$ cat src/rtl/hex_sub_arb_if.sv
// Bus interface for hex_sub_arb: two requester channels plus the response
// channel and status outputs. The slave modport is the DUT side.
interface hex_sub_arb_if #(
    parameter int WIDTH = 8
);
    logic             req0_valid;
    logic             req1_valid;
    logic [WIDTH-1:0] req0_a;
    logic [WIDTH-1:0] req0_b;
    logic [WIDTH-1:0] req1_a;
    logic [WIDTH-1:0] req1_b;
    logic             req0_ready;
    logic             req1_ready;
    logic             resp_valid;
    logic             resp_ready;
    logic [WIDTH-1:0] resp_data;
    logic             resp_borrow;
    logic             resp_id;
    logic             busy;
    logic [15:0]      op_count;

    modport slave (
        input  req0_valid, req1_valid, req0_a, req0_b, req1_a, req1_b,
        input  resp_ready,
        output req0_ready, req1_ready, resp_valid, resp_data, resp_borrow,
        output resp_id, busy, op_count
    );

    modport master (
        output req0_valid, req1_valid, req0_a, req0_b, req1_a, req1_b,
        output resp_ready,
        input  req0_ready, req1_ready, resp_valid, resp_data, resp_borrow,
        input  resp_id, busy, op_count
    );
endinterface

$ cat src/rtl/hex_sub_arb.sv
// hex_sub_arb: two-requester round-robin arbiter in front of a single
// subtractor. IDLE grants and accepts, EXEC computes a - b, RESP holds the
// result until the consumer takes it.
// Optional macro HEX_SUB_SAT_EN: clamp underflowing results to zero
// (borrow still reported).
module hex_sub_arb #(
    parameter int WIDTH = 8
) (
    input  logic           clk,
    input  logic           rst,
    hex_sub_arb_if.slave   bus
);
    typedef enum logic [1:0] {
        IDLE = 2'd0,
        EXEC = 2'd1,
        RESP = 2'd2
    } state_t;

    state_t           r_state;
    state_t           w_next;

    logic             r_rr;
    logic             r_id;
    logic [WIDTH-1:0] r_a;
    logic [WIDTH-1:0] r_b;
    logic [WIDTH-1:0] r_data;
    logic             r_borrow;
    logic [15:0]      r_count;

    logic             w_grant;
    logic             w_ready0;
    logic             w_ready1;
    logic             w_accept;
    logic             w_resp_done;
    logic [WIDTH-1:0] w_diff;
    logic             w_borrow;
    logic [WIDTH-1:0] w_result;

    // Grant selection: a lone requester wins, contention resolved by rr.
    always_comb begin
        w_grant = r_rr;
        if (bus.req0_valid && !bus.req1_valid) begin
            w_grant = 1'b0;
        end else if (!bus.req0_valid && bus.req1_valid) begin
            w_grant = 1'b1;
        end
    end

    // State register.
    always_ff @(posedge clk or posedge rst) begin
        if (rst) begin
            r_state <= IDLE;
        end else begin
            r_state <= w_next;
        end
    end

    // Next-state logic and handshake strobes.
    always_comb begin
        w_next      = r_state;
        w_ready0    = 1'b0;
        w_ready1    = 1'b0;
        w_accept    = 1'b0;
        w_resp_done = 1'b0;
        case (r_state)
            IDLE: begin
                w_ready0 = bus.req0_valid && (w_grant == 1'b0);
                w_ready1 = bus.req1_valid && (w_grant == 1'b1);
                w_accept = w_ready0 || w_ready1;
                if (w_accept) begin
                    w_next = EXEC;
                end
            end
            EXEC: begin
                w_next = RESP;
            end
            RESP: begin
                if (bus.resp_ready) begin
                    w_resp_done = 1'b1;
                    w_next      = IDLE;
                end
            end
            default: begin
                w_next = IDLE;
            end
        endcase
    end

    // Subtractor on the latched operands.
    always_comb begin
        w_diff   = r_a - r_b;
        w_borrow = (r_a < r_b);
`ifdef HEX_SUB_SAT_EN
        w_result = w_borrow ? '0 : w_diff;
`else
        w_result = w_diff;
`endif
    end

    // Operand capture, rr update on accept, result register in EXEC.
    always_ff @(posedge clk or posedge rst) begin
        if (rst) begin
            r_rr     <= 1'b0;
            r_id     <= 1'b0;
            r_a      <= '0;
            r_b      <= '0;
            r_data   <= '0;
            r_borrow <= 1'b0;
        end else begin
            if (w_accept) begin
                r_id <= w_grant;
                r_rr <= ~w_grant;
                r_a  <= w_grant ? bus.req1_a : bus.req0_a;
                r_b  <= w_grant ? bus.req1_b : bus.req0_b;
            end
            if (r_state == EXEC) begin
                r_data   <= w_result;
                r_borrow <= w_borrow;
            end
        end
    end

    // Completed-response counter, wraps naturally at 16 bits.
    always_ff @(posedge clk or posedge rst) begin
        if (rst) begin
            r_count <= '0;
        end else if (w_resp_done) begin
            r_count <= r_count + 16'd1;
        end
    end

    assign bus.req0_ready  = w_ready0;
    assign bus.req1_ready  = w_ready1;
    assign bus.resp_valid  = (r_state == RESP);
    assign bus.resp_data   = r_data;
    assign bus.resp_borrow = r_borrow;
    assign bus.resp_id     = r_id;
    assign bus.busy        = (r_state != IDLE);
    assign bus.op_count    = r_count;
endmodule

$ cat src/flat_wrapper.sv
// flat-port wrapper written by rule: the top's interface ports become plain ports
module hex_sub_arb_flat 
#(
    parameter int WIDTH = 8
)
  (clk, rst, bus_req0_valid, bus_req1_valid, bus_req0_a, bus_req0_b, bus_req1_a, bus_req1_b, bus_resp_ready, bus_req0_ready, bus_req1_ready, bus_resp_valid, bus_resp_data, bus_resp_borrow, bus_resp_id, bus_busy, bus_op_count);
  hex_sub_arb_if #(.WIDTH(WIDTH)) bus_i ();
  input  logic clk;
  input  logic rst;
  input wire logic [$bits(bus_i.req0_valid)-1:0] bus_req0_valid;
  input wire logic [$bits(bus_i.req1_valid)-1:0] bus_req1_valid;
  input wire logic [$bits(bus_i.req0_a)-1:0] bus_req0_a;
  input wire logic [$bits(bus_i.req0_b)-1:0] bus_req0_b;
  input wire logic [$bits(bus_i.req1_a)-1:0] bus_req1_a;
  input wire logic [$bits(bus_i.req1_b)-1:0] bus_req1_b;
  input wire logic [$bits(bus_i.resp_ready)-1:0] bus_resp_ready;
  output wire logic [$bits(bus_i.req0_ready)-1:0] bus_req0_ready;
  output wire logic [$bits(bus_i.req1_ready)-1:0] bus_req1_ready;
  output wire logic [$bits(bus_i.resp_valid)-1:0] bus_resp_valid;
  output wire logic [$bits(bus_i.resp_data)-1:0] bus_resp_data;
  output wire logic [$bits(bus_i.resp_borrow)-1:0] bus_resp_borrow;
  output wire logic [$bits(bus_i.resp_id)-1:0] bus_resp_id;
  output wire logic [$bits(bus_i.busy)-1:0] bus_busy;
  output wire logic [$bits(bus_i.op_count)-1:0] bus_op_count;
  assign bus_i.req0_valid = bus_req0_valid;
  assign bus_i.req1_valid = bus_req1_valid;
  assign bus_i.req0_a = bus_req0_a;
  assign bus_i.req0_b = bus_req0_b;
  assign bus_i.req1_a = bus_req1_a;
  assign bus_i.req1_b = bus_req1_b;
  assign bus_i.resp_ready = bus_resp_ready;
  assign bus_req0_ready = bus_i.req0_ready;
  assign bus_req1_ready = bus_i.req1_ready;
  assign bus_resp_valid = bus_i.resp_valid;
  assign bus_resp_data = bus_i.resp_data;
  assign bus_resp_borrow = bus_i.resp_borrow;
  assign bus_resp_id = bus_i.resp_id;
  assign bus_busy = bus_i.busy;
  assign bus_op_count = bus_i.op_count;
  hex_sub_arb #(.WIDTH(WIDTH)) u_core (.clk(clk), .rst(rst), .bus(bus_i));
endmodule
$ cat config.mk
export PLATFORM = sky130hd
export DESIGN_NAME = hex_sub_arb_flat
export DESIGN_NICKNAME = d
export VERILOG_FILES = /design/src/rtl/hex_sub_arb_if.sv /design/src/rtl/hex_sub_arb.sv /design/src/flat_wrapper.sv
export SDC_FILE = /design/constraint.sdc
export NUM_CORES = 1
export LEC_CHECK = 0
export ABC_AREA = 1
export CORE_ASPECT_RATIO = 0.7
export CORE_UTILIZATION = 30
export DETAILED_ROUTE_END_ITERATION = 8
export DONT_BUFFER_PORTS = 1
export PLACE_DENSITY = 0.43
export SETUP_SLACK_MARGIN = 0.4
export SLEW_MARGIN = 25
export SYNTH_ARGS = -nofsm -noshare
export SYNTH_HDL_FRONTEND = slang
export SYNTH_SLANG_ARGS = --single-unit
$ cat constraint.sdc
create_clock -name clk -period 2.1 [get_ports clk]
set_input_delay 0.21 -clock clk [delete_from_list [all_inputs] [get_ports clk]]
set_output_delay 0.21 -clock clk [all_outputs]
set_load 0.005 [all_outputs]
* Word level (Yosys, flattened, before mapping) *
Cells that the tools add are included.

operators by class
  add/subtract/negate cells = 2
  order comparisons = 1
  eq/ne operators = 4
  muxes and demuxes = 12
  bitwise gates (word level) = 1
  reduce and logical (&&, ||, !) cells = 10

operators with widths
  kind                     count
  $add A16 B1 Y16 const B  1
  $mux W8                  2
  $lt A8 B8 Y1             1
  $sub A8 B8 Y8            1
  $mux W1                  7
  $pmux W2 S3              1
  $logic_and A1 B1 Y1      4
  $mux W2                  2
  $eq A2 B1 Y1 const B     1
  $eq A2 B2 Y1 const B     1
  $logic_not A1 Y1         2
  $logic_not A2 Y1         1
  $ne A2 B1 Y1 const B     1
  $ne A2 B2 Y1 const B     1
  $reduce_and A2 Y1        1
  $reduce_bool A2 Y1       1
  $logic_or A1 B1 Y1       1
  $not A1 Y1               1

storage, ports and cells
  register bits = 45
  output and inout port bits = 30

* Logic depth before layout (Yosys ltp) *
Gate-level depths: netlist of run 1.

  word-level depth = 9
  gate-level depth with buffers = 11

* Worst setup path before layout of run 1 *
No wires, ideal clock.

  path type = flip-flop to flip-flop
  start = register u_core.r_a[0]
  end = register u_core.r_data[6] (netlist: u_core.bus.resp_data[6])
  setup time = 117 ps
  arrival = 1377 ps
  setup slack = 605 ps
  stages on the path, launching flop included = 11
  buffers on the path = 0
  clock period less this slack = 1495 ps
  cell sequence = dfrtp_1 inv_1 ha_1 inv_1 fa_1 nand2_1 nand2_1 nand3b_1 nand3b_1 nand3_1 nand2_1

between the ends
  cells in the longest elaborated chain, start to end = 1

ends and longest elaborated chain
  item                    line                text
  start, declared         hex_sub_arb.sv:24   logic [WIDTH-1:0] r_a;
  start signal, assigned  hex_sub_arb.sv:113  r_a <= w_grant ? bus.req1_a : bus.req0_a;
  $sub A8 B8 Y8           hex_sub_arb.sv:91   w_diff = r_a - r_b;
  end signal, assigned    hex_sub_arb.sv:117  r_data <= w_result;
  end, declared           hex_sub_arb.sv:26   logic [WIDTH-1:0] r_data;

Every way passes these cells.
A chain may end at the register's enable or synchronous reset.

* Final worst setup path of run 1 *
  start = register u_core.r_state[1]
  end = output port bus_req1_ready

between the ends
  cells in the longest elaborated chain, start to end = 2

ends and longest elaborated chain
  item                    line                text
  start, declared         hex_sub_arb.sv:19   state_t r_state;
  start signal, assigned  hex_sub_arb.sv:54   r_state <= w_next;
  $logic_not A2 Y1        hex_sub_arb.sv:65   case (r_state)
  $mux W1                 hex_sub_arb.sv:65
  end, declared           flat_wrapper.sv:18  output wire logic [$bits(bus_i.req1_ready)-1:0] bus_req1_ready;

Every way passes these cells.

==> results.yml, run 1 <==
setup_path:
  cp-endpoint: "bus_req1_ready"
  start_kind: "flip-flop"
  cp.arrival_ps: 1380
  cp.buffers_inverters: 2
  worstPathMaxFanout: 21
  rr_endpoint: "u_core.bus.resp_data[6]"
  worstPathRequired_ps: 1890
  cp_slowest_cell: "dfrtp_1"
  crit_start: "u_core.r_state[1]"
  slowest_delay_ps: 440
  end_kind: "output port"
  critical_path_class: "reg -> out"
  critPathTopFamily: "flip-flops"
  path_cells: "inv_1, nand2_2, nor2_4, inv_2, nor2_1"
  worst-r2r-setup-slack_ps: 560
  reg2reg_from: "u_core.r_a[0]"
  reg2reg_depth: 11
  crit_cells: 5
clock_network:
  numCtsBuffers: 5
  clock_latency_ps: 280
  cts.path.max_buffers: 2
  clock-sinks: 45
  cts_root_buf: "clkbuf_16"
  htree_levels: 2
  cts_tree: "built"
  path_clk_slew_ps: 60
sta:
  fin_worst_skew_ps: 4.43
  fin_crit_sh: 0.759
  hold_violations: 0
  slew_viol_final: 0
  timing.final.ws_setup_ps: 505
  rsz0062_at_grt: "yes"
  slew_headroom: 0.739
  fmax_ghz: 0.627
  tightest_slew_ps: 391
  fin_tns_setup_ps: 0
  min_period_ps: 1590
  finalSetupViolCount: 0
die:
  ios: 67
  fp.dieH_um: 77.2
  start_util: 0.309
  row_count: 27
  die_w_um: 109
  dieArea_mm2: 0.00844
  core_mm2: 0.00784
global_route:
  grt_overflow: 0
  grt_pass1_wl_mm: 9.43
  antenna_found_initial: 0
  grt_max_degree: 46
  grt_pass1_vias: 1933
  gr-usage-all-layers: 0.145
logic_synthesis:
  syn-num-nets: 352
  yosysSeqAreaShare: 0.465
  synth_warnings: 0
  synth_cell_types: 26
  synth_seq_cells: 45
  avgSynthCellArea_um2: 7.94
  synth_cells: 305
  synth_area_mm2: 0.00242
detailed_routing:
  drt-initial-drc-count: 38
  ant_nets: 0
  post-route-drc-count: 0
  wl_mm: 5.48
  dr.pass1.iters: 4
  via_per_inst: 4.60
  routedWlPerCell_um: 13.3
  vias: 1899
finish:
  layout.cells.most_common: "nand2_1"
  final_design_area_no_fill_mm2: 0.00275
  area_delta_synth_final_pct: 13.6
  nets: 358
  layout.cells.most_common_list: "78 x nand2_1, 45 x dfrtp_1, 36 x a21oi_1"
  n_fill_cell: 860
  antenna_cells: 0
  drive_above_1_share: 0.0929
power:
  p_leak_nw: 1.37
  power_density_mw_per_mm2: 1550
  peakVddDrop_v: 0.000725
placement:
  post-place-ws_ps: 468
  port_buffers: 0
  hpwl_mm: 4.19
  placed_area_mm2: 0.00254
  gp_congestion: 0.786
status:
  status: "completed"
hold_path:
  hold_class: "in -> reg"
job:
  drv_cap: 0
sequential cells by signal (all words and copies together), names as in the netlist:
name,count
u_core.bus.op_count,16
u_core.bus.resp_data,8
u_core.r_a,8
u_core.bus.resp_id,1
u_core.r_b,8
u_core.bus.resp_borrow,1
u_core.r_rr,1
u_core.r_state,2
routing by layer:
metal / wire length, um / GRT usage / vias up
li1: - / - / 973
met1: 2850 / 0.208 / 888
met2: 2260 / 0.208 / 33
met3: 331 / 0.0493 / 5
met4: 40 / 0.0360 / 0
met5: 0 / 0 / -
kinds of logic after synthesis:
kind of cell	after synthesis	share of synthesized area
xor gates and xnor gates	13	0.0470
adders and majority gates	10	0.0548
and+or+nand+nor	146	0.261
AOI/OAI and AO/OA	46	0.0961
buffers and inverters	45	0.0764
DFF	45	0.465
what timing repair did:
action / 4_1_cts / 5_1_grt
resized for setup: 0 / 4
setup buffers: 0 / 1
hold endpoints to repair: 45 / 0
hold buffers: 1 / 0
endpoints found under the setup margin: 0 / 3
area by class of cell:
type / count / area, um2 / area share
flip-flops and latches: 45 / 1130 / 0.409
multi-input cells: 215 / 1120 / 0.408
inverters: 39 / 146 / 0.0532
clock buffers: 6 / 139 / 0.0505
well taps: 101 / 126 / 0.0459
repair buffers: 5 / 52.6 / 0.0191
clock inverters: 2 / 37.5 / 0.0136
worst min path at each step:
stage,cells after the start,endpoint,startpoint
floorplan,1,u_core.r_state[1],bus_resp_ready
finish,1,u_core.r_state[1],bus_resp_ready
global placement,2,u_core.bus.op_count[10],rst
detailed placement,2,u_core.bus.op_count[10],rst
global route,1,u_core.r_state[1],bus_resp_ready
CTS,1,u_core.r_state[1],bus_resp_ready
synth_stat cells:
cell,count,area share
ha_1,9,0.046
nand3_1,15,0.031
buf_6,1,0.0046
inv_2,4,0.0062
nand3b_1,3,0.0093
a211oi_1,1,0.0031
o21ai_0,6,0.012
nor2_2,2,0.0052
dfrtp_1,45,0.46
nor2_4,2,0.0093
a21oi_1,36,0.074
o21ai_1,3,0.0062
nand2_2,2,0.0052
nand2_1,80,0.12
buf_2,4,0.0083
and2_1,1,0.0026
fa_1,1,0.0083
nand4_1,2,0.0052
nor3_1,2,0.0041
xor2_1,8,0.029
inv_1,35,0.054
xnor2_1,5,0.018
nor2_1,34,0.053
buf_4,1,0.0031
nand3_4,1,0.0072
or2_2,2,0.0052
power breakdown:
| part | internal (mW) | leakage (nW) | total (mW) | switching (mW) |
|---|---|---|---|---|
| logic | 0.717 | 0.749 | 1.86 | 1.15 |
| clock network | 0.594 | 0.0831 | 0.927 | 0.333 |
| registers | 1.20 | 0.539 | 1.46 | 0.266 |
per-stage QoR:
stage                     instances  total power [mW]  hold WS, ps   util
after floorplan                 305              2.88          317      -
after global placement          403              3.30          159  0.325
after detailed placement        403              3.33          157  0.325
final                           413              4.26         27.4  0.351
after CTS                       412              4.29         27.3  0.348
after global routing            413              4.72         54.9  0.351
No activity file was read; power rests on OpenSTA's default activity.
==> inputs of run 2 (changes only) <==
- clock period: 2.1 -> 1.6 ns (I/O delays scaled with it)
==> results.yml, run 2 (synthesized netlist as in run 1, its figures left out) <==
global_route:
  grt_overflow: 0
  grt_pass1_vias: 2091
  grtUsageMet2: 0.225
  grt_pass1_wl_mm: 10.0
  antenna_found_initial: 0
  grt_max_degree: 26
  met3_usage: 0.0366
  top_usage_layer: "met1"
  gr-usage-all-layers: 0.154
  grt.met1_usage: 0.227
power:
  combPwrFrac: 0.583
  power_switching_mw: 3.20
  seqPwrFrac: 0.258
  power_density_mw_per_mm2: 2100
  switching_share: 0.413
  p_leak_nw: 1.66
  internal_power_mw: 4.56
  peakVddDrop_v: 0.000923
  clock_power_share: 0.159
hold_path:
  hold_class: "in -> reg"
  hold_end: "u_core.r_a[3]"
  hold_start: "bus_req1_a[3]"
  whs_path_depth: 2
detailed_routing:
  dr.pass1.iters: 4
  post-route-drc-count: 0
  routedWlPerCell_um: 14.1
  drt-initial-drc-count: 31
  wl_mm: 6.35
  ant_nets: 0
  via_per_inst: 4.66
  vias: 2097
finish:
  fin_util: 0.472
  nets: 395
  layout.cells.most_common_list: "65 x nand2_1, 35 x dfrtp_1, 26 x inv_1"
  largest_register_ffs: 16
  area_delta_synth_final_pct: 52.8
  antenna_cells: 0
  drive_above_1_share: 0.476
  layout.cells.most_common: "nand2_1"
  fin_cells: 450
clock_network:
  path_clk_slew_ps: 70
  cts_tree: "built"
  cts.path.max_buffers: 2
  cts_root_buf: "clkbuf_16"
  clock_latency_ps: 290
  htree_levels: 2
  numCtsBuffers: 5
  clock-sinks: 45
job:
  drv_cap: 0
setup_path:
  start_kind: "flip-flop"
  worstPathRequired_ps: 1810
  reg2reg_from: "u_core.r_a[0]"
  cp.arrival_ps: 1770
  critical_path_class: "reg -> reg"
  rr_endpoint: "u_core.bus.resp_data[4]"
  worst-r2r-setup-slack_ps: 40
  end_kind: "flip-flop"
  reg2reg_depth: 10
  worstPathMaxFanout: 2
sta:
  fin_hold_ws_ps: 9.96
  rsz0062_at_grt: "yes"
  fin_worst_skew_ps: 9.68
  hold_violations: 0
  tightest_slew_ps: 481
  fin_crit_sh: 0.977
  fmax_ghz: 0.640
  finalSetupViolCount: 0
  fin_tns_setup_ps: 0
  min_period_ps: 1560
  slew_headroom: 0.678
  slew_viol_final: 0
die:
  die_w_um: 109
  core_mm2: 0.00784
  ios: 67
  fp.dieH_um: 77.2
  start_util: 0.309
  dieArea_mm2: 0.00844
  row_count: 27
status:
  status: "completed"
placement:
  placed_cells: 405
  hpwl_mm: 4.23
  port_buffers: 0
  gp_congestion: 0.783
-- run 2: cell types whose count changed in the layout (fill, tap and decap cells not counted), sizes merged --
cell | previous run | this run
inv | 39 | 36
clkinvlp | 1 | 4
dlygate4sd3 | 1 | 2
clkinv | 0 | 3
buf | 4 | 35
clkbuf | 6 | 8
-- run 2: layout make-up --
| class | instances | area (um2) |
|---|---|---|
| tap | 101 | 126 |
| fill | 778 | 4140 |
| sequential | 45 | 1140 |
| inverter | 39 | 169 |
| multi-input combinational | 215 | 1620 |
| clock buffer | 6 | 139 |
| clock inverter | 2 | 37.5 |
| timing repair inverter | 3 | 40.0 |
| timing repair buffer | 39 | 430 |
-- run 2: repair_timing --
item                                    in CTS  in global routing
endpoints found under the setup margin      40                 46
gates cloned                                 1                  4
setup buffers                               18                 12
resized for setup                           64                100
hold buffers                                 2                  0
hold endpoints to repair                    21                  0
pin swaps                                   26                 44
-- run 2: worst max-delay path by stage --
stage               slack (ps)          start                      end  cells past startpoint
CTS                         50  u_core.r_a[0]  u_core.bus.resp_data[6]                     10
global placement            40  u_core.r_a[0]  u_core.bus.resp_data[6]                     10
detailed placement          30  u_core.r_a[0]  u_core.bus.resp_data[6]                     10
floorplan                  140  u_core.r_a[0]  u_core.bus.resp_data[6]                     10
global route              -100  u_core.r_a[0]  u_core.bus.resp_data[6]                     11
finish                      40  u_core.r_a[0]  u_core.bus.resp_data[4]                     10
-- run 2: critical path, stage by stage, from the launching register on --
cell and delay (ps):
dfrtp_1 370, inv_1 60, ha_2 160, inv_2 40, fa_2 340, nand2_2 90
nand2_2 60, buf_4 140, nand3_1 60, nand2_1 50, o21ai_1 110
-- run 2: layer usage --
metal,part of all wire,up-vias
met2,0.42,31
li1,-,1057
met4,0,0
met3,0.047,0
met5,0,-
met1,0.53,1009
-- run 2: power by group through the flow --
stage               registers (mW)  logic (mW)  clock network [mW]
finish                        2.00        4.52                1.23
CTS                           1.95        3.27                1.26
global route                  2.06        5.01                1.32
detailed placement            1.94        2.49                   0
global placement              1.93        2.50                   0
floorplan                     1.84        1.99                   0
-- run 2: through the flow --
stage / area (um2) / power [mW] / setup WS, ps
global route: 3700 / 8.39 / -102
detailed placement: 2590 / 4.44 / 29.2
floorplan: 2450 / 3.84 / 144
CTS: 3160 / 6.48 / 52.2
global placement: 2590 / 4.43 / 41.4
finish: 3700 / 7.76 / 36.6
==> inputs of run 3 (changes only) <==
- DONT_BUFFER_PORTS: 1 -> unset
- PLACE_DENSITY: 0.43 -> 0.53
==> results.yml, run 3 (synthesized netlist as in run 1, its figures left out) <==
status:
  status: "finished, violations left"
  violations: "setup timing"
sta:
  min_period_ps: 1620
  timing.final.ws_setup_ps: -18.2
  slew_headroom: 0.766
  finalSetupViolCount: 1
  tightest_slew_ps: 351
  hold_violations: 0
  fin_worst_skew_ps: 9.68
  slew_viol_final: 0
  fin_crit_sh: 1.01
  fin_hold_ws_ps: 202
  rsz0062_at_grt: "yes"
  fmax_ghz: 0.618
clock_network:
  cts_root_buf: "clkbuf_16"
  clock_latency_ps: 280
  numCtsBuffers: 5
  htree_levels: 2
  path_clk_slew_ps: 60
  clock-sinks: 45
  cts_tree: "built"
  cts.path.max_buffers: 2
global_route:
  grt_overflow: 0
  grt_pass1_vias: 2368
  gr-usage-all-layers: 0.162
  antenna_found_initial: 0
  grt_max_degree: 32
  grt_pass1_wl_mm: 10.7
detailed_routing:
  post-route-drc-count: 0
  routedWlPerCell_um: 12.8
  drt-initial-drc-count: 60
  vias: 2444
  wl_mm: 6.95
  via_per_inst: 4.49
  ant_nets: 0
  dr.pass1.iters: 4
power:
  clock_power_share: 0.146
  power_density_mw_per_mm2: 1860
  switching_share: 0.391
  power_switching_mw: 3.23
  p_leak_nw: 2.16
  power_mw: 8.25
  internal_power_mw: 5.02
  seqPwrFrac: 0.226
  peakVddDrop_v: 0.000789
  combPwrFrac: 0.629
setup_path:
  critPathTopFamily: "adder cells"
  worstPathRequired_ps: 1770
  cp_slowest_cell: "dfrtp_1"
  worstPathMaxFanout: 3
  cp.buffers_inverters: 2
  critical_path_class: "reg -> reg"
  cp.arrival_ps: 1790
  slowest_delay_ps: 380
  start_kind: "flip-flop"
  end_kind: "flip-flop"
  path_cells: "inv_1, ha_2, inv_2, fa_2, nand2_4, nand2_4, nand3b_1, nand3b_1, nand3_1, nand2_1"
die:
  start_util: 0.309
  core_mm2: 0.00784
  fp.dieH_um: 77.2
  ios: 67
  dieArea_mm2: 0.00844
  die_w_um: 109
  row_count: 27
finish:
  drive_above_1_share: 0.427
  layout.cells.most_common_list: "63 x nand2_1, 49 x buf_4, 42 x dfrtp_1"
  fin_util: 0.565
  antenna_cells: 0
  n_fill_cell: 705
  layout.cells.most_common: "nand2_1"
  area_delta_synth_final_pct: 82.7
  largest_register_ffs: 16
  nets: 489
placement:
  gp_congestion: 0.770
  port_buffers: 66
  hpwl_mm: 4.43
job:
  drv_cap: 0
hold_path:
  hold_class: "in -> async"
-- run 3: cell types whose count changed in the layout (fill, tap and decap cells not counted), moves of 7 or more --
| cell | change |
|---|---|
| dlygate4sd2_1 | +22 |
| clkdlybuf4s50_1 | +35 |
| nor2_1 | +7 |
| buf_4 | +32 |
| dfrtp_2 | -7 |
| dfrtp_1 | +7 |
-- run 3: worst paths after layout --
kind	depth (start not counted)	end	slack, ps	startpoint
worst min-delay path	2	u_core.bus.resp_borrow	200	rst
max in group asynchronous	3	u_core.bus.op_count[2]	920	rst
worst max register to register	10	u_core.bus.resp_data[6]	-20	u_core.r_a[0]
worst min register to register	2	u_core.bus.resp_data[7]	490	u_core.bus.resp_data[7]
min in group clk	3	u_core.r_b[2]	430	bus_req1_b[2]
worst max-delay path	10	u_core.bus.resp_data[6]	-20	u_core.r_a[0]
-- run 3: metal layers --
layer  track usage  share of wire
met1         0.229           0.48
met3        0.0298          0.032
met5             0              0
met2         0.253           0.48
met4        0.0400          0.014
-- run 3: area by class of cell --
cell class	count	area [um2]	area share
Inverter	39	158	0.0356
Sequential cell	45	1130	0.255
Tap cell	101	126	0.0286
Clock inverter	1	30.0	0.00679
Timing Repair Buffer	136	1250	0.283
Multi-Input combinational cell	215	1590	0.358
Clock buffer	7	143	0.0322
-- run 3: power groups by stage --
stage                     logic, mW  registers (mW)  clock network (mW)
after global routing           5.72            1.90                1.28
after global placement         3.12            1.86                   0
final                          5.19            1.86                1.20
after CTS                      3.93            1.82                1.23
after floorplan                1.99            1.84                   0
after detailed placement       3.13            1.88                   0
-- run 3: per-stage QoR --
step | cells | setup TNS (ps) | instance area [um2] | setup WS (ps)
2_1_floorplan | 305 | 0 | 2450 | 144
3_3_place_gp | 479 | -201 | 3310 | -130
3_5_place_dp | 479 | -238 | 3310 | -149
6_report | 544 | -18.2 | 4430 | -18.2
5_1_grt | 544 | -277 | 4430 | -122
4_1_cts | 527 | 0 | 3920 | 0.166
-- run 3: timing repair --
item,4_1_cts,5_1_grt
hold buffers,0,0
gates resized for setup,83,105
pin swaps,19,54
setup endpoints to repair,63,50
cloned,1,0
buffers inserted,39,17
==> edit 1, RTL diff (settings of run 3) <==
Add a define of `HEX_SUB_SAT_EN`.
--- a/src/rtl/hex_sub_arb.sv
+++ b/src/rtl/hex_sub_arb.sv
@@ -3,6 +3,8 @@
 // result until the consumer takes it.
 // Optional macro HEX_SUB_SAT_EN: clamp underflowing results to zero
 // (borrow still reported).
+`define HEX_SUB_SAT_EN
+
 module hex_sub_arb #(
     parameter int WIDTH = 8
 ) (
Function: changed (a bounded check fails within 4 cycles, from zero or initial values and one cycle with rst high).
==> edit 1 against run 3 <==
- the flow finishes with violations (design-rule violations, negative setup slack)
- largest power group unchanged
- cell count rose by 2.6%
- clock skew fell by 0.0023 ns
- routed wire length rose by 7.3%
- via count rose by 1.8%
- final area fell by 1.2%
- worst setup slack got worse by 0.034 ns
- sequential cell count did not move
- largest cell class unchanged
- core utilization fell by 1.6 points
- first-iteration DRC count did not move
- non-clock buffer count fell by 5
- power fell by 3.7%
- synthesized area rose by 3.2%
==> edit 1: results (changes against run 3) <==
stage,metric,value,unit,change
status,result of the run,"complete, but fails checks",,
status,failing checks,"design-rule violations, negative setup slack",,
setup_path,arrival time worst endpoint,1.83,ns,+0.04 ns
synthesis,Post-Syn Instances,323,,+5.9%
setup_path,launching point of the worst reg2reg path,u_core.r_b[4]$_DFFE_PP0P_,,
final_layout,"Clock buffers and inverters, area share",3.66,%,-0.24 points
final_layout,Finished Core Util,54.8,%,-1.6 points
timing,Setup TNS,-0.137,ns,-0.119 ns
setup_path,capture point of the worst reg-to-reg path,u_core.bus.resp_data[7]$_DFFE_PP0N_,,
synthesis,post-synth net total,371,,+5.4%
synthesis,most frequent cells after synthesis,"nand2_1 (91), dfrtp_1 (45), inv_1 (41), nor2_1 (39), o21ai_0 (30)",,
global_routing,global-route wire length before repair,11800,µm,+10%
global_routing,vias in the first global route,2392,,+1.0%
timing,Max-slew headroom,68.2,%,-8.4 points
routing,DRC errors left,4,,+4
synthesis,cell area after synthesis,2500,µm²,+3.2%
global_routing,total global-route track usage,17.3,%,+1.2 points
routing,post-detailed-route wirelength per cell,13.4,µm,+4.6%
final_layout,portion of the layout cell area used by non-clock buffers,29.3,%,+0.95 points
timing,Final setup viols,7,,+6
placed_design,placed cell count,509,,+6.3%
placed_design,Post-Place Setup Slack,-0.166,ns,-0.0161 ns
final_layout,number of fill cells in the layout,744,,+5.5%
final_layout,number of non-clock inverters in the layout,46,,+18%
routing,drt total wl,7460,µm,+7.3%
synthesis,number of unique standard cell types used by synthesis,27,,+3.8%
timing,worst hold margin,0.255,ns,+0.0528 ns
placed_design,hpwl dp,5120,µm,+15%
synthesis,area fraction in compound gates after synthesis,9.56,%,-0.043 points
synthesis,area share of fa/ha/maj cells after synthesis,5.81,%,+0.33 points
timing,setup slack after layout,-0.0521,ns,-0.0339 ns
setup_path,number of cells traversed by the worst register-to-register path,9,,-1
final_layout,ratio of cells with drive above 1 in the final layout,34.8,%,-7.9 points
placed_design,final estimated routing congestion in global placement,0.860,,+12%
global_routing,maximum number of pins on one net before global-route repair,19,,-41%
routing,mean number of vias per cell,4.46,,-0.75%
edit 1: report_power, final:
group          internal (mW)  switching (mW)  total (mW)
logic                   2.49            2.50        4.98
registers               1.54           0.272        1.81
clock network          0.726           0.432        1.16
total                   4.75            3.20        7.95
edit 1: timing repair:
action,4_1_cts,5_1_grt
cloned,0,1
hold endpoints to repair,0,0
resized for setup,117,48
endpoints found under the setup margin,68,48
buffers inserted,28,13
pin swaps,16,29
edit 1: worst max path at each step:
| stage | from | endpoint | slack [ns] | depth (start not counted) |
|---|---|---|---|---|
| after detailed placement | bus_req0_valid | bus_req1_ready | -0.17 | 5 |
| final | u_core.r_b[4]$_DFFE_PP0P_ | u_core.bus.resp_data[7]$_DFFE_PP0N_ | -0.05 | 9 |
| after floorplan | u_core.r_a[0]$_DFFE_PP0P_ | u_core.bus.resp_data[3]$_DFFE_PP0N_ | 0.13 | 10 |
| after global routing | u_core.r_a[0]$_DFFE_PP0P_ | u_core.bus.resp_data[2]$_DFFE_PP0N_ | -0.11 | 10 |
| after global placement | bus_req1_valid | bus_req1_ready | -0.16 | 5 |
| after CTS | u_core.r_a[0]$_DFFE_PP0P_ | u_core.bus.resp_data[7]$_DFFE_PP0N_ | -0.03 | 11 |
edit 1: routing by layer:
layer	up-vias	track usage, %	routed length [µm]
met5	-	0	0
met4	0	3.24	31
met3	2	4.17	316
met2	50	26.2	3320
met1	1158	25.1	3790
li1	1278	-	-
edit 1: worst reg2reg max path: stages, from the launching register on:
cell	delay (ns)
dfrtp_1	0.37
inv_1	0.06
ha_1	0.32
buf_4	0.16
nand2_1	0.05
nand2_1	0.06
a21oi_1	0.25
nand3b_1	0.14
nand3_2	0.09
nand2_1	0.05
==> edit 2, RTL diff (config.mk and constraints of run 3) <==
Without the edit above. Make the reset (`rst`) synchronous in 3 clocked blocks.
--- a/src/rtl/hex_sub_arb.sv
+++ b/src/rtl/hex_sub_arb.sv
@@ -47,7 +47,7 @@
     end
 
     // State register.
-    always_ff @(posedge clk or posedge rst) begin
+    always_ff @(posedge clk) begin
         if (rst) begin
             r_state <= IDLE;
         end else begin
@@ -98,7 +98,7 @@
     end
 
     // Operand capture, rr update on accept, result register in EXEC.
-    always_ff @(posedge clk or posedge rst) begin
+    always_ff @(posedge clk) begin
         if (rst) begin
             r_rr     <= 1'b0;
             r_id     <= 1'b0;
@@ -121,7 +121,7 @@
     end
 
     // Completed-response counter, wraps naturally at 16 bits.
-    always_ff @(posedge clk or posedge rst) begin
+    always_ff @(posedge clk) begin
         if (rst) begin
             r_count <= '0;
         end else if (w_resp_done) begin
Function: differs if rst is asserted again (counterexample within 4 cycles, from zero or initial values and one cycle with rst high); with rst held inactive, the same outputs for 10 cycles.
==> edit 2 against run 3 <==
- core utilization down 2.3 points
- synthesized area is 3.7% lower
- worst setup slack better by 0.12 ns
- sequential cell count stayed put
- final area down 9.2%
- global-route usage down 0.65 points
- routed wire length down 1.2%
- critical path depth is 2 higher
- non-clock buffer count shrank 22
- count of clock-buffer cells in the layout is 2 lower
- critical endpoint is now u_core.bus.resp_data[6]$_SDFFE_PP0N_
- highest routed layer unchanged
Power is not compared: it rests on default switching activity, and its combinational part moved more than twofold at a synthesized area within 25%.
==> edit 2: results (changes against run 3) <==
stage,metric,value,unit,change
clocking,post-CTS repair timing setup buffer count,23,,-41%
clocking,worst-skew pair later-pin latency,0.30,ns,+0.02 ns
synthesis,most frequent cells after synthesis,"nand2_1 (96), inv_1 (52), dfxtp_1 (45), nand3_1 (27), nor2_1 (26)",,
final_layout,ratio of cells with drive above 1 in the final layout,38.4,%,-4.2 points
synthesis,synthesized area per cell,6.92,µm²,-13%
synthesis,area share of fa/ha/maj cells after synthesis,5.69,%,+0.21 points
synthesis,area fraction in compound gates after synthesis,11.4,%,+1.8 points
worst_hold_path,class of the most critical hold timing path,in2reg,,
setup_path,number of cells traversed by the worst register-to-register path,12,,+2
global_routing,total global-route track usage,15.5,%,-0.65 points
global_routing,maximum number of pins on one net before global-route repair,29,,-9.4%
synthesis,number of unique standard cell types used by synthesis,31,,+19%
setup_path,capture point of the worst path,u_core.bus.resp_data[6]$_SDFFE_PP0N_,,
timing,Worst Max-Slew Pin Slew,0.373,ns,+0.0225 ns
synthesis,cell types with the largest area share after synthesis,"dfxtp_1 (39%), nand2_1 (15%), inv_1 (8.4%)",,
routing,met3 wire length,248,µm,+11%
final_layout,number of fill cells in the layout,741,,+5.1%
global_routing,met1 usage in global routing,21.4,%,-1.4 points
clocking,Root Buffer,clkbuf_8,,
final_layout,number of standard cells in the final layout excluding fillers,548,,+0.74%
setup_path,arrival time worst endpoint,1.70,ns,-0.09 ns
placed_design,hpwl dp,4320,µm,-2.4%
placed_design,placed cell count,504,,+5.2%
timing,worst clock skew,0.00998,ns,+0.000302 ns
placed_design,Post-Place Setup Slack,-0.154,ns,-0.00423 ns
setup_path,Register-to-Register Setup Slack,0.10,ns,+0.12 ns
synthesis,cell area after synthesis,2330,µm²,-3.7%
global_routing,vias in the first global route,2179,,-8.0%
status,result of the run,completed,,
routing,via count,2478,,+1.4%
synthesis,proportion of synthesized chip area in sequential cells,38.6,%,-7.9 points
clocking,post-cts repair resize count,103,,+24%
routing,post-detailed-route wirelength per cell,12.5,µm,-1.9%
global_routing,global-route wire length before repair,9960,µm,-7.2%
placed_design,final estimated routing congestion in global placement,0.768,,-0.21%
==> edit 2: changes by cell type after synthesis, sizes merged, moves of 4 or more <==
| cell | before | now |
|---|---|---|
| nand2 | 82 | 97 |
| dfrtp | 45 | 0 |
| dfxtp | 0 | 45 |
| a31oi | 0 | 11 |
| inv | 39 | 54 |
| xor2 | 8 | 3 |
| nand3 | 16 | 28 |
| a21oi | 36 | 20 |
| nor2 | 38 | 29 |
| xnor2 | 5 | 1 |
==> edit 2: worst min-delay path by stage <==
stage                                         from                                  end  slack (ns)
2_1_floorplan                        bus_req1_a[0]           u_core.r_a[0]$_SDFFE_PP0P_        0.31
3_3_place_gp   u_core.bus.resp_borrow$_SDFFE_PP0N_  u_core.bus.resp_borrow$_SDFFE_PP0N_        0.45
3_5_place_dp       u_core.bus.resp_id$_SDFFE_PP0P_      u_core.bus.resp_id$_SDFFE_PP0P_        0.46
4_1_cts                              bus_req0_b[6]           u_core.r_b[6]$_SDFFE_PP0P_        0.41
5_1_grt                              bus_req1_b[3]           u_core.r_b[3]$_SDFFE_PP0P_        0.41
6_report                             bus_req1_b[0]           u_core.r_b[0]$_SDFFE_PP0P_        0.41
==> edit 2: critical path: stages, from the launching register on <==
cell and delay [ns]:
dfxtp_2 0.34, inv_2 0.05, ha_4 0.12, inv_2 0.03, fa_2 0.34, nand3_2 0.09, nand2_2 0.08, nand2_2 0.08
nand2_1 0.05, nand2_1 0.06, nand3_1 0.07, nand2_1 0.06, inv_1 0.03
==> edit 2: area by class of cell <==
cell class / instances / share of cell area [%]
clock buffer: 5 / 1.71
clock inverter: 3 / 0.436
inverter: 54 / 5.51
multi-input combinational: 229 / 38.8
sequential: 45 / 23.8
tap: 98 / 3.05
timing repair buffer: 114 / 26.7
